`src/rtl/wb_burst_reader_if.sv`:
```
// Wishbone bus bundle between the burst reader (master) and a memory slave.
// Classic pipelined-less handshake: stb/cyc out, ack/err/rty back.
interface wb_burst_reader_if;
    logic [31:0] wb_adr;
    logic [31:0] wb_dat_o;
    logic        wb_we;
    logic [3:0]  wb_sel;
    logic        wb_stb;
    logic        wb_cyc;
    logic [2:0]  wb_cti;
    logic [1:0]  wb_bte;
    logic [31:0] wb_dat_i;
    logic        wb_ack;
    logic        wb_err;
    logic        wb_rty;

    modport master (
        output wb_adr, wb_dat_o, wb_we, wb_sel, wb_stb, wb_cyc, wb_cti, wb_bte,
        input  wb_dat_i, wb_ack, wb_err, wb_rty
    );

    modport slave (
        input  wb_adr, wb_dat_o, wb_we, wb_sel, wb_stb, wb_cyc, wb_cti, wb_bte,
        output wb_dat_i, wb_ack, wb_err, wb_rty
    );
endinterface

```
`src/rtl/wb_burst_reader.sv`:
```
// Generic synchronous first-word-fall-through FIFO with occupancy count.
// Latency: a pushed word is visible on pop_dat the cycle after the push.
// Backpressure: push is dropped when full unless a pop happens the same cycle.
module wb_burst_reader_fifo #(
    parameter int W     = 32,
    parameter int DEPTH = 8
) (
    input  logic                       clk,
    input  logic                       rst_n,
    input  logic                       push_vld,
    input  logic [W-1:0]               push_dat,
    input  logic                       pop_rdy,
    output logic                       pop_vld,
    output logic [W-1:0]               pop_dat,
    output logic [$clog2(DEPTH):0]     count
);
    localparam int AW = $clog2(DEPTH);
    localparam int CW = AW + 1;

    logic [W-1:0]  mem [DEPTH];
    logic [AW-1:0] wr_ptr;
    logic [AW-1:0] rd_ptr;
    logic          do_push;
    logic          do_pop;

    assign pop_vld = (count != '0);
    assign do_pop  = pop_rdy && pop_vld;
    assign do_push = push_vld && ((count != CW'(DEPTH)) || do_pop);
    // Head is forced to zero while empty so the output is clean out of reset.
    assign pop_dat = pop_vld ? mem[rd_ptr] : '0;

    always_ff @(posedge clk) begin
        if (do_push) begin
            mem[wr_ptr] <= push_dat;
        end
    end

    always_ff @(posedge clk or negedge rst_n) begin
        if (!rst_n) begin
            wr_ptr <= '0;
            rd_ptr <= '0;
            count  <= '0;
        end else begin
            if (do_push) begin
                wr_ptr <= wr_ptr + AW'(1);
            end
            if (do_pop) begin
                rd_ptr <= rd_ptr + AW'(1);
            end
            case ({do_push, do_pop})
                2'b10:   count <= count + CW'(1);
                2'b01:   count <= count - CW'(1);
                default: count <= count;
            endcase
        end
    end
endmodule

// Wishbone incrementing-burst reader feeding a FWFT stream FIFO.
// Latency: first stb the cycle after start; one word per cycle while ack is continuous.
// Backpressure: stb is withheld while the FIFO has no free slot (a same-cycle pop counts).
module wb_burst_reader #(
    parameter int FIFO_DEPTH = 8,
    parameter int LEN_W      = 9
) (
    input  logic              clk,
    input  logic              rst,
    input  logic              start,
    input  logic [31:0]       src_adr,
    input  logic [LEN_W-1:0]  len,
    output logic              busy,
    output logic              done,
    output logic              err_flag,
    wb_burst_reader_if.master wb,
    output logic [31:0]       out_data,
    output logic              out_valid,
    input  logic              out_ready
);
    localparam int CW = $clog2(FIFO_DEPTH) + 1;

    typedef enum logic [1:0] {S_IDLE, S_BURST, S_BREAK, S_DONE} state_t;

    state_t           state;
    logic [31:0]      adr;
    logic [LEN_W-1:0] remaining;
    logic [CW-1:0]    fifo_cnt;
    logic             pop;
    logic             has_space;
    logic             last_beat;
    logic             take_err;
    logic             take_rty;
    logic             take_ack;

    assign pop       = out_valid && out_ready;
    assign has_space = (fifo_cnt != CW'(FIFO_DEPTH)) || pop;
    assign last_beat = (remaining == LEN_W'(1));

    assign wb.wb_stb   = (state == S_BURST) && has_space;
    assign wb.wb_cyc   = (state == S_BURST) || (state == S_BREAK);
    assign wb.wb_sel   = wb.wb_cyc ? 4'hF : 4'h0;
    assign wb.wb_adr   = adr;
    // S_BREAK is the idle beat after a retry; cti returns to classic there.
    assign wb.wb_cti   = (state == S_BURST) ? (last_beat ? 3'b111 : 3'b010) : 3'b000;
    assign wb.wb_bte   = 2'b00;
    assign wb.wb_we    = 1'b0;
    assign wb.wb_dat_o = 32'h0;

    assign take_err = wb.wb_stb && wb.wb_err;
    assign take_rty = wb.wb_stb && !wb.wb_err && wb.wb_rty;
    assign take_ack = wb.wb_stb && !wb.wb_err && !wb.wb_rty && wb.wb_ack;

    wb_burst_reader_fifo #(
        .W     (32),
        .DEPTH (FIFO_DEPTH)
    ) u_fifo (
        .clk      (clk),
        .rst_n    (rst),
        .push_vld (take_ack),
        .push_dat (wb.wb_dat_i),
        .pop_rdy  (out_ready),
        .pop_vld  (out_valid),
        .pop_dat  (out_data),
        .count    (fifo_cnt)
    );

    always_ff @(posedge clk or negedge rst) begin
        if (!rst) begin
            state     <= S_IDLE;
            adr       <= 32'h0;
            remaining <= '0;
            busy      <= 1'b0;
            done      <= 1'b0;
            err_flag  <= 1'b0;
        end else begin
            done <= 1'b0;
            case (state)
                S_IDLE: begin
                    if (start) begin
                        err_flag <= 1'b0;
                        if (len == '0) begin
                            done <= 1'b1;
                        end else begin
                            adr       <= src_adr & ~32'h3;
                            remaining <= len;
                            busy      <= 1'b1;
                            state     <= S_BURST;
                        end
                    end
                end
                S_BURST: begin
                    if (take_err) begin
                        err_flag <= 1'b1;
                        done     <= 1'b1;
                        busy     <= 1'b0;
                        state    <= S_DONE;
                    end else if (take_rty) begin
                        state <= S_BREAK;
                    end else if (take_ack) begin
                        adr       <= adr + 32'd4;
                        remaining <= remaining - LEN_W'(1);
                        if (last_beat) begin
                            done  <= 1'b1;
                            busy  <= 1'b0;
                            state <= S_DONE;
                        end
                    end
                end
                S_BREAK: state <= S_BURST;
                S_DONE:  state <= S_IDLE;
                default: state <= S_IDLE;
            endcase
        end
    end
endmodule
```
`src/flat_wrapper.sv`:
```
// flat-port wrapper written by rule: the top's interface ports become plain ports
module wb_burst_reader_flat 
#(
    parameter int FIFO_DEPTH = 8,
    parameter int LEN_W      = 9
)
  (clk, rst, start, src_adr, len, busy, done, err_flag, out_data, out_valid, out_ready, wb_wb_adr, wb_wb_dat_o, wb_wb_we, wb_wb_sel, wb_wb_stb, wb_wb_cyc, wb_wb_cti, wb_wb_bte, wb_wb_dat_i, wb_wb_ack, wb_wb_err, wb_wb_rty);
  wb_burst_reader_if wb_i ();
  input  logic clk;
  input  logic rst;
  input  logic start;
  input  logic [31:0] src_adr;
  input  logic [LEN_W-1:0] len;
  output logic busy;
  output logic done;
  output logic err_flag;
  output logic [31:0] out_data;
  output logic out_valid;
  input  logic out_ready;
  output wire logic [$bits(wb_i.wb_adr)-1:0] wb_wb_adr;
  output wire logic [$bits(wb_i.wb_dat_o)-1:0] wb_wb_dat_o;
  output wire logic [$bits(wb_i.wb_we)-1:0] wb_wb_we;
  output wire logic [$bits(wb_i.wb_sel)-1:0] wb_wb_sel;
  output wire logic [$bits(wb_i.wb_stb)-1:0] wb_wb_stb;
  output wire logic [$bits(wb_i.wb_cyc)-1:0] wb_wb_cyc;
  output wire logic [$bits(wb_i.wb_cti)-1:0] wb_wb_cti;
  output wire logic [$bits(wb_i.wb_bte)-1:0] wb_wb_bte;
  input wire logic [$bits(wb_i.wb_dat_i)-1:0] wb_wb_dat_i;
  input wire logic [$bits(wb_i.wb_ack)-1:0] wb_wb_ack;
  input wire logic [$bits(wb_i.wb_err)-1:0] wb_wb_err;
  input wire logic [$bits(wb_i.wb_rty)-1:0] wb_wb_rty;
  assign wb_wb_adr = wb_i.wb_adr;
  assign wb_wb_dat_o = wb_i.wb_dat_o;
  assign wb_wb_we = wb_i.wb_we;
  assign wb_wb_sel = wb_i.wb_sel;
  assign wb_wb_stb = wb_i.wb_stb;
  assign wb_wb_cyc = wb_i.wb_cyc;
  assign wb_wb_cti = wb_i.wb_cti;
  assign wb_wb_bte = wb_i.wb_bte;
  assign wb_i.wb_dat_i = wb_wb_dat_i;
  assign wb_i.wb_ack = wb_wb_ack;
  assign wb_i.wb_err = wb_wb_err;
  assign wb_i.wb_rty = wb_wb_rty;
  wb_burst_reader #(.FIFO_DEPTH(FIFO_DEPTH), .LEN_W(LEN_W)) u_core (.clk(clk), .rst(rst), .start(start), .src_adr(src_adr), .len(len), .busy(busy), .done(done), .err_flag(err_flag), .wb(wb_i), .out_data(out_data), .out_valid(out_valid), .out_ready(out_ready));
endmodule
```
`config.mk`:
```
export PLATFORM = sky130hd
export DESIGN_NAME = wb_burst_reader_flat
export DESIGN_NICKNAME = d
export VERILOG_FILES = /design/src/rtl/wb_burst_reader_if.sv /design/src/rtl/wb_burst_reader.sv /design/src/flat_wrapper.sv
export SDC_FILE = /design/constraint.sdc
export NUM_CORES = 1
export LEC_CHECK = 0
export BUFFER_PORTS_ARGS = -buffer_cell sky130_fd_sc_hd__buf_2
export CAP_MARGIN = 30
export CORE_MARGIN = 2
export CORE_UTILIZATION = 50
export DETAILED_ROUTE_END_ITERATION = 10
export HOLD_SLACK_MARGIN = 0.12
export PLACE_DENSITY = 0.76
export SYNTH_ARGS = -nofsm -noshare
export SYNTH_HDL_FRONTEND = slang
export SYNTH_HIERARCHICAL = 1
export SYNTH_SLANG_ARGS = --single-unit
export TNS_END_PERCENT = 10
```
`constraint.sdc`:
```
create_clock -name clk -period 4.5 [get_ports clk]
set_input_delay 0.9 -clock clk [delete_from_list [all_inputs] [get_ports clk]]
set_output_delay 0.9 -clock clk [all_outputs]
set_load 0.02 [all_outputs]
```
==> out/qor.txt, run 1 <==
Status -> finished clean
DR WL/cell -> 20.7 µm
Reg2reg end -> u_core/u_fifo/count[3]
Worst-case clock skew -> 0.0169 ns
R2r setup slk -> 1.02 ns
Fin Setup TNS -> 0 ns
Buffers on Ports -> 152
Max VDD drop -> 0.000377 V
HP Class -> input port to async pin
Clk root buf -> clkbuf_16
Starting Density -> 50.8%
WL final -> 28.9 mm
Pins over their slew limit -> 0
Max Used Layer -> met5
Max-cap violation count -> 0
Routability cong. -> 0.832
Yosys synthesis warning count -> 6
WL met3 -> 1.71 mm
Gr ovfl total -> 0
Synth Instances -> 860
FF-to-FF path depth -> 16
Clock-pin slew on the worst setup and hold paths -> 0.06 ns
Share of the yosys chip area belonging to registers -> 66.0%
Cell Int Power -> 6.48 mW
Most frequent cells in the layout -> edfxtp_1, buf_2, mux4_2
Post-DP HPWL -> 17.5 mm
Crit Path Class -> flop to output port
Most used DFF post-synth -> edfxtp_1
I/O Pins -> 192
CTS Hold Buffers Added -> 0
Crit path max fanout -> 34
Clock buffer depth -> 3
Psw -> 3.88 mW
Reg2reg start -> u_core/u_fifo/count[2]
Cts bufs inserted -> 34
Worst slew pin tran -> 0.940 ns
PwrDens -> 656 mW/mm²
GRT Overall Usage -> 20.0%
Number of synthesized flops with an enable pin -> 256
Via count -> 8227
Met2 WL -> 14.0 mm
First-pass GRT wire length -> 44.2 mm
Worst slew margin -> 37.2%
Commonest non-fill, non-tap cell in the layout -> edfxtp_1
Setup crit start kind -> flop
Asr flop ratio synth -> 17.4%
Post-route ant nets -> 0
Seq pwr share -> 38.0%
Minimum clock period -> 3.63 ns
CP startpoint -> u_core/u_fifo/rd_ptr[0]
Mean area per synthesized cell -> 15.9 µm²
Net count, final -> 1121
Largest net degree at the start of global routing -> 45
Largest incremental delay on the critical path -> 0.88 ns
Vias in the first global route -> 7938
H-tree depth -> 2
Leak Pwr -> 5.79 nW
CP endpoint kind -> output port
Vias per cell -> 5.89
Die Footprint -> 0.0287 mm²
CTS resizes -> 0
WL met1 -> 12.5 mm
Iter 0 DRT Violations -> 634
Initial antenna violation count -> 4
Drt drc -> 0
Unrepaired setup endpoints after global routing -> false
Fin. Hold Viols -> 0
Layout area overhead -> 15.5%
CTS tree -> yes
Tcrit/Tclk final -> 80.7%
Layout cells sized above 1 -> 31.2%
Comb pwr share -> 37.2%
Core area -> 0.0270 mm²
Die X -> 169 µm
Final Setup Violations -> 0
Mapped cell area -> 0.0137 mm²
Row Count -> 60
DRT Pass-1 Iters -> 6
Distinct cells, synth -> 74
Arrival time at the worst endpoint -> 2.73 ns
Clock power share -> 24.8%
Switching Share -> 37.4%
Slowest CP cell -> dfrtp_4
Fin util -> 58.6%
Post-CTS Setup Inserts -> 0
Max Clock Freq -> 0.275 GHz
Worst skew pair latency -> 0.52 ns
Worst EP required -> 3.60 ns
Clock Sink Count -> 310
Die H -> 169 µm
Worst-path cell chain -> buf_12, mux4_2, mux2i_1, nor2_1, buf_2
Flops & latches, synth -> 310
-- power by group through the flow --
stage / clock [mW] / combinational, mW / sequential [mW]
2_1_floorplan: 0 / 2.97 / 3.86
3_3_place_gp: 0 / 3.77 / 3.97
3_5_place_dp: 0 / 3.83 / 3.99
4_1_cts: 2.62 / 3.86 / 3.94
5_1_grt: 2.74 / 4.18 / 4.00
6_report: 2.57 / 3.86 / 3.94
-- worst max-delay path, delay by kind of cell (launching register included) --
family        cells  cell delay (ns)
flops             1             0.88
mux               2             0.72
buf+inv           2             0.51
simple gates      1             0.09
-- how the worst max path moves through the flow --
stage / endpoint / slack, ns
floorplan: u_core/u_fifo/mem[1][0] / -0.36
global placement: u_core/u_fifo/count[3] / 0.82
detailed placement: u_core/u_fifo/count[3] / 0.80
CTS: out_data[20] / 0.79
global route: out_data[20] / 0.67
finish: out_data[20] / 0.87
-- through the flow --
stage	setup WS (ns)	std cells	cell area (µm²)	power, mW	hold WS, ns
2_1_floorplan	-0.355	896	13800	6.83	0.487
3_3_place_gp	0.825	1334	14800	7.74	0.459
3_5_place_dp	0.802	1334	14800	7.82	0.461
4_1_cts	0.789	1396	15800	10.4	0.412
5_1_grt	0.672	1397	15800	10.9	0.436
6_report	0.868	1397	15800	10.4	0.402
-- synthesized netlist by cell type, drive strengths merged (5+ instances only) --
cell type	count	area [µm²]
clkbuf	8	30.0
inv	16	60.1
nor2	69	267
buf	76	547
nand4	14	87.6
edfxtp	256	7690
nor3	16	85.1
dfrtp	54	1350
nor4	9	98.8
o22ai	16	106
nand2b	10	62.6
o21ai	19	98.9
nand3	28	140
a211oi	8	60.1
mux2i	35	350
a32oi	5	43.8
mux4	64	1440
xnor2	5	43.8
a21oi	17	85.1
and4	6	53.8
a21o	5	37.5
ha	11	138
and3	8	52.6
o32ai	5	43.8
and2	6	37.5
nand2	35	134
-- cell type report --
cell class,count,area [µm²]
multi-input combinational,485,4200
antenna,1,2.50
tap,341,427
timing repair buffer,181,1020
fill,2011,11100
clock buffer,44,908
sequential,310,9040
clock inverter,18,139
inverter,17,63.8
-- cell families (layout without fill, tap and decap cells) --
| kind of cell | count (synthesis) | count (layout) | share of synthesized area, % |
|---|---|---|---|
| buffers and inverters | 101 | 260 | 4.68 |
| and+or+nand+nor | 222 | 222 | 8.75 |
| DFF | 310 | 310 | 66.0 |
| muxes | 102 | 102 | 13.4 |
| adders and majority gates | 12 | 12 | 1.15 |
| xor gates and xnor gates | 6 | 6 | 0.384 |
| AOI/OAI and AO/OA | 106 | 106 | 5.60 |
| other | 1 | 38 | 0.0274 |
-- per-layer routing --
layer	GRT usage, %	vias up
li1	-	3666
met1	27.7	4169
met2	32.7	317
met3	3.54	69
met4	5.95	6
met5	0	-
-- state kept, by name, summed over array words and instances (netlist names) --
signal and count:
u_core/busy 1, u_core/done 1, u_core/err_flag 1, u_core/remaining 9, u_core/state 2, u_core/u_fifo/count 4
u_core/u_fifo/mem 256, u_core/u_fifo/rd_ptr 3, u_core/u_fifo/wr_ptr 3, u_core/wb.wb_adr 30
Power figures use the tool's default switching activity.
==> run 2: changes to the inputs <==
==> constraint.sdc (replaced) <==
create_clock -name clk -period 3.2 [get_ports clk]
set_input_delay 0.64 -clock clk [delete_from_list [all_inputs] [get_ports clk]]
set_output_delay 0.64 -clock clk [all_outputs]
set_load 0.02 [all_outputs]
==> run 2 against run 1 <==
Via count grew 0.24%. Routed wire length grew 2.0%. Flip-flop and latch count is the same. Non-clock buffer count grew 9. Hold slack lost 0.20 ns. Die area is the same. Design area is essentially flat. Clock power grew 30%. Sequential share of layout area is essentially flat. Cell count grew 0.29%. Critical path depth is the same. Sequential power grew 37%. Critical endpoint is now out_data[31]. Largest power group is now combinational logic.
==> out/qor.txt, run 2 (same netlist as run 1, synthesis figures left out) <==
Gr ovfl total -> 0
Die H -> 169 µm
Worst skew pair latency -> 0.57 ns
Clock buffer depth -> 3
Hold slack -> 0.201 ns
Clk root buf -> clkbuf_16
Largest register FFs -> 256
Psw -> 5.44 mW
Worst EP required -> 2.56 ns
Minimum clock period -> 3.04 ns
Seq pwr share -> 37.1%
CTS Hold Buffers Added -> 0
Die Footprint -> 0.0287 mm²
Fill count -> 1978
Fin Setup TNS -> 0 ns
Vias per cell -> 5.89
WL final -> 29.5 mm
Net count, final -> 1127
Worst slew pin tran -> 0.880 ns
Row Count -> 60
Max Clock Freq -> 0.329 GHz
Setup crit start kind -> flop
Max-cap violation count -> 0
Largest Register -> u_core/u_fifo/mem
Crit path max fanout -> 32
Worst slew margin -> 41.3%
First-pass GRT wire length -> 45.2 mm
Final Instance Area -> 0.0158 mm²
Die X -> 169 µm
Fin util -> 58.7%
PwrDens -> 918 mW/mm²
Fin. Hold Viols -> 0
Status -> finished clean
Post-DP HPWL -> 18.2 mm
Crit Path Class -> flop to output port
Reg2reg start -> u_core/u_fifo/count[0]
PnR worst setup slack -> 0.158 ns
Setup WS pre-CTS -> 0.258 ns
CTS tree -> yes
Clock Sink Count -> 310
Clock-pin slew on the worst setup and hold paths -> 0.06 ns
CP startpoint -> u_core/u_fifo/count[2]
GRT Overall Usage -> 20.4%
Buffers on Ports -> 152
CP endpoint kind -> output port
Largest net degree at the start of global routing -> 39
Reg2reg end -> u_core/u_fifo/mem[5][28]
Arrival time at the worst endpoint -> 2.40 ns
Tcrit/Tclk final -> 95.1%
Comb pwr share -> 40.0%
Placed insts -> 1342
Iter 0 DRT Violations -> 812
Via count -> 8247
Cell Int Power -> 9.08 mW
Vias in the first global route -> 8021
HP Class -> input port to async pin
H-tree depth -> 1
Cts bufs inserted -> 31
Worst-case clock skew -> 0.0159 ns
Routability cong. -> 0.888
Area after DPL -> 0.0149 mm²
Unrepaired setup endpoints after global routing -> false
I/O Pins -> 192
DR WL/cell -> 21.1 µm
R2r setup slk -> 0.24 ns
Max VDD drop -> 0.000664 V
Starting Density -> 50.8%
Clock power share -> 22.9%
Total power -> 14.5 mW
Most frequent cells in the layout -> edfxtp_1, buf_2, mux4_2
Cell Count, Final, Fillers Out -> 1401
Switching Share -> 37.5%
Commonest non-fill, non-tap cell in the layout -> edfxtp_1
DRT Pass-1 Iters -> 5
CP Capture Point -> out_data[31]
Layout cells sized above 1 -> 31.9%
Pins over their slew limit -> 0
Post-route ant nets -> 0
FF-to-FF path depth -> 11
Layout area overhead -> 15.5%
Leak Pwr -> 5.80 nW
Drt drc -> 0
Initial antenna violation count -> 3
Core area -> 0.0270 mm²
Final Setup Violations -> 0
-- run 2: cell types whose count changed in the layout (fill, tap and decap cells not counted), sizes merged --
cell and delta:
clkbuf -5, clkinv +1, inv -3, bufinv +1
buf +9, clkinvlp +1
-- run 2: worst min-delay path by stage --
| stage | end | from |
|---|---|---|
| floorplan | u_core/busy | rst |
| global placement | u_core/state[1] | u_core/state[1] |
| detailed placement | u_core/state[1] | u_core/state[1] |
| CTS | u_core/state[1] | rst |
| global route | u_core/wb.wb_adr[13] | rst |
| finish | u_core/wb.wb_adr[12] | rst |
-- run 2: cell type report --
cell class,count,area (µm²),area share [%]
sequential,310,9040,57.2
multi-input combinational,485,4230,26.8
timing repair buffer,190,1110,7.01
clock buffer,39,806,5.10
tap,341,427,2.70
clock inverter,18,129,0.815
inverter,17,63.8,0.404
antenna,1,2.50,0.0158
-- run 2: layer usage --
| layer | share of wire [%] | global-route usage (%) |
|---|---|---|
| met1 | 42 | 28.1 |
| met2 | 49 | 34.0 |
| met3 | 6.3 | 3.47 |
| met4 | 2.5 | 5.69 |
| met5 | 0.085 | 0 |
-- run 2: critical path, cell delays in order (launching register included) --
cell	delay (ns)
dfrtp_1	0.41
or3_1	0.45
nor2_4	0.12
buf_4	0.45
nor2_1	0.19
buf_2	0.20
-- run 2: what timing repair did --
action | in CTS | in global routing
buffers inserted | 0 | 1
setup endpoints to repair | 0 | 1
gates resized for setup | 0 | 1
-- run 2: power by group through the flow --
stage	Combinational [mW]	Clock (mW)	Sequential, mW
finish	5.81	3.33	5.38
floorplan	4.19	0	5.44
detailed placement	5.78	0	5.45
global route	6.31	3.54	5.44
global placement	5.66	0	5.43
CTS	5.82	3.40	5.37
==> run 3: changes to the inputs <==
--- a/config.mk
+++ b/config.mk
@@ -5,13 +5,14 @@
 export SDC_FILE = /design/constraint.sdc
 export NUM_CORES = 1
 export LEC_CHECK = 0
+export ABC_AREA = 1
 export BUFFER_PORTS_ARGS = -buffer_cell sky130_fd_sc_hd__buf_2
 export CAP_MARGIN = 30
 export CORE_MARGIN = 2
 export CORE_UTILIZATION = 50
 export DETAILED_ROUTE_END_ITERATION = 10
 export HOLD_SLACK_MARGIN = 0.12
-export PLACE_DENSITY = 0.76
+export PLACE_DENSITY = 0.75
 export SYNTH_ARGS = -nofsm -noshare
 export SYNTH_HDL_FRONTEND = slang
 export SYNTH_HIERARCHICAL = 1
==> run 3 against run 2 <==
Sequential power shrank 0.9%. Design area grew 5.5%. Die area grew 6.1%. First-iteration DRC count grew 29%. Fmax grew 0.98%. Highest routed layer unchanged. Flip-flop and latch count is the same. Clock-buffer cell count grew 7. Combinational power grew 15%. Largest power group unchanged. Hold slack lost 0.041 ns. Largest cell class unchanged. Clock skew grew 0.010 ns. Setup slack gained 0.030 ns.
==> out/qor.txt, run 3 <==
Status -> finished clean
Net count, final -> 1720
Arrival time at the worst endpoint -> 2.37 ns
HP Class -> input port to async pin
PwrDens -> 945 mW/mm²
H-tree depth -> 2
Largest incremental delay on the critical path -> 0.50 ns
Psw -> 6.64 mW
Die X -> 175 µm
Die H -> 175 µm
Most frequent cells in the layout -> nor2_1, edfxtp_1, nand2_1
Max Clock Freq -> 0.332 GHz
Mean area per synthesized cell -> 9.78 µm²
Unrepaired setup endpoints after global routing -> false
DR WL/cell -> 16.5 µm
Routability cong. -> 0.927
Gr ovfl total -> 0
Worst slew pin tran -> 0.717 ns
Layout area overhead -> 14.7%
Pins over their slew limit -> 0
Vias in the first global route -> 10200
Fin Setup TNS -> 0 ns
Post-route ant nets -> 0
Number of synthesized flops with an enable pin -> 256
Largest Register -> u_core/u_fifo/mem
Iter 0 DRT Violations -> 1047
PnR worst setup slack -> 0.187 ns
Worst-path cell chain -> clkinv_2, buf_4, o21ai_0, o21ai_1, o21ai_0, nor2_1, buf_2
Reg2reg start -> u_core/state[1]
Final Setup Violations -> 0
CTS tree -> yes
Setup crit start kind -> flop
Setup WS pre-CTS -> 0.497 ns
Mapped cell area -> 0.0145 mm²
Crit Path Class -> flop to output port
Max-cap violation count -> 0
Most used DFF post-synth -> edfxtp_1
Drt drc -> 0
Area contributors post-synth -> edfxtp_1, dfrtp_1, nor2_1
GRT Overall Usage -> 21.8%
Synth area leader -> edfxtp_1
First-pass GRT wire length -> 52.5 mm
Largest register FFs -> 256
Post-DP HPWL -> 20.3 mm
Cts bufs inserted -> 34
Seq pwr share -> 33.8%
Post-CTS Setup Inserts -> 0
Core area -> 0.0287 mm²
Largest net degree at the start of global routing -> 77
Switching Share -> 42.1%
Row Count -> 62
Worst-case clock skew -> 0.0259 ns
Clock buffer depth -> 3
FF-to-FF path depth -> 9
Max VDD drop -> 0.000779 V
Starting Density -> 50.7%
Reg2reg end -> u_core/u_fifo/mem[3][29]
Fin. Hold Viols -> 0
Share of the yosys chip area belonging to registers -> 62.2%
Top-count cell post-synth -> nor2_1
Slowest CP cell -> dfrtp_4
Worst slew margin -> 52.1%
CP endpoint kind -> output port
Yosys synthesis warning count -> 6
Clock Sink Count -> 310
Post-synth top cells -> nor2_1, edfxtp_1, nand2_1
Asr flop ratio synth -> 17.4%
Synth Instances -> 1487
Flops & latches, synth -> 310
Layout cells sized above 1 -> 17.5%
Distinct cells, synth -> 36
WL final -> 33.7 mm
Vias per cell -> 5.36
Via count -> 10900
Tcrit/Tclk final -> 94.1%
Hold slack -> 0.160 ns
Buffers on Ports -> 152
WP buf/inv -> 3
Commonest non-fill, non-tap cell in the layout -> nor2_1
R2r setup slk -> 0.60 ns
Synth top area share -> 52.9%
Cell Int Power -> 9.11 mW
CTS Hold Buffers Added -> 0
CP top delay family -> buffers and inverters
CTS resizes -> 0
Comb pwr share -> 42.3%
I/O Pins -> 192
Fin util -> 58.1%
Initial antenna violation count -> 5
Worst skew pair latency -> 0.52 ns
Minimum clock period -> 3.01 ns
Clock-pin slew on the worst setup and hold paths -> 0.06 ns
Worst EP required -> 2.56 ns
DRT Pass-1 Iters -> 5
Clock power share -> 23.9%
Crit path max fanout -> 53
Clk root buf -> clkbuf_16
Most frequent CP cell -> o21ai_0
Die Footprint -> 0.0305 mm²
Leak Pwr -> 6.50 nW
-- run 3: cell types whose count changed after synthesis, moves of 15 or more --
cell,previous run,this run
mux2i_1,35,0
nor2_1,68,335
nand2_1,34,245
or2_2,0,15
o21ai_1,0,72
clkbuf_1,8,24
o21ai_0,18,193
o22ai_1,15,0
nand3_1,28,62
mux4_2,64,0
nand3_2,0,17
inv_1,14,70
-- run 3: how the worst max path moves through the flow --
stage / start / to / slack [ns] / cells after the start
final: u_core/u_fifo/rd_ptr[0] / out_data[20] / 0.19 / 7
after global placement: out_ready / u_core/u_fifo/mem[7][4] / 0.54 / 10
after floorplan: u_core/u_fifo/count[0] / u_core/u_fifo/mem[0][0] / -0.42 / 10
after detailed placement: out_ready / u_core/u_fifo/mem[3][3] / 0.50 / 10
after CTS: u_core/u_fifo/rd_ptr[0] / out_data[20] / 0.15 / 7
after global routing: u_core/state[1] / wb_wb_cti[2] / 0.03 / 6
-- run 3: kinds of logic after synthesis --
family                   Yosys count  synth area share, %
other                              1               0.0258
adder cells (fa/ha/maj)           12                 1.08
AND/OR/NAND/NOR                  694                 19.8
AO/OA/AOI/OAI                    277                 9.64
buffers and inverters            186                 6.83
XOR/XNOR                           7                0.422
flip-flops                       310                 62.2
-- run 3: stage by stage --
stage | std cells | total power [mW] | instance area, µm²
after floorplan | 1523 | 10.2 | 14700
after global placement | 1976 | 11.8 | 15600
after detailed placement | 1976 | 12.0 | 15600
after CTS | 2036 | 15.8 | 16700
after global routing | 2037 | 16.8 | 16700
final | 2039 | 15.8 | 16700
-- run 3: layer usage --
metal	part of all wire, %	vias to the layer above	global-route usage [%]
li1	-	5223	-
met4	2.6	4	8.26
met2	49	485	37.2
met3	8.2	70	4.37
met1	40	5140	27.5
met5	0.062	-	0
-- run 3: area by class of cell --
type | count | area, µm²
repair buffers | 181 | 1080
multi-input cells | 1027 | 4710
inverters | 74 | 279
fillers | 2387 | 12000
flip-flops and latches | 310 | 9050
clock buffers | 46 | 926
well taps | 384 | 480
diodes | 3 | 7.51
clock inverters | 14 | 153
-- run 3: power by group through the flow --
stage	registers, mW	logic, mW	clock network, mW
6_report	5.33	6.66	3.77
5_1_grt	5.38	7.40	4.00
4_1_cts	5.31	6.66	3.84
3_5_place_dp	5.39	6.61	0
3_3_place_gp	5.38	6.45	0
2_1_floorplan	5.43	4.81	0
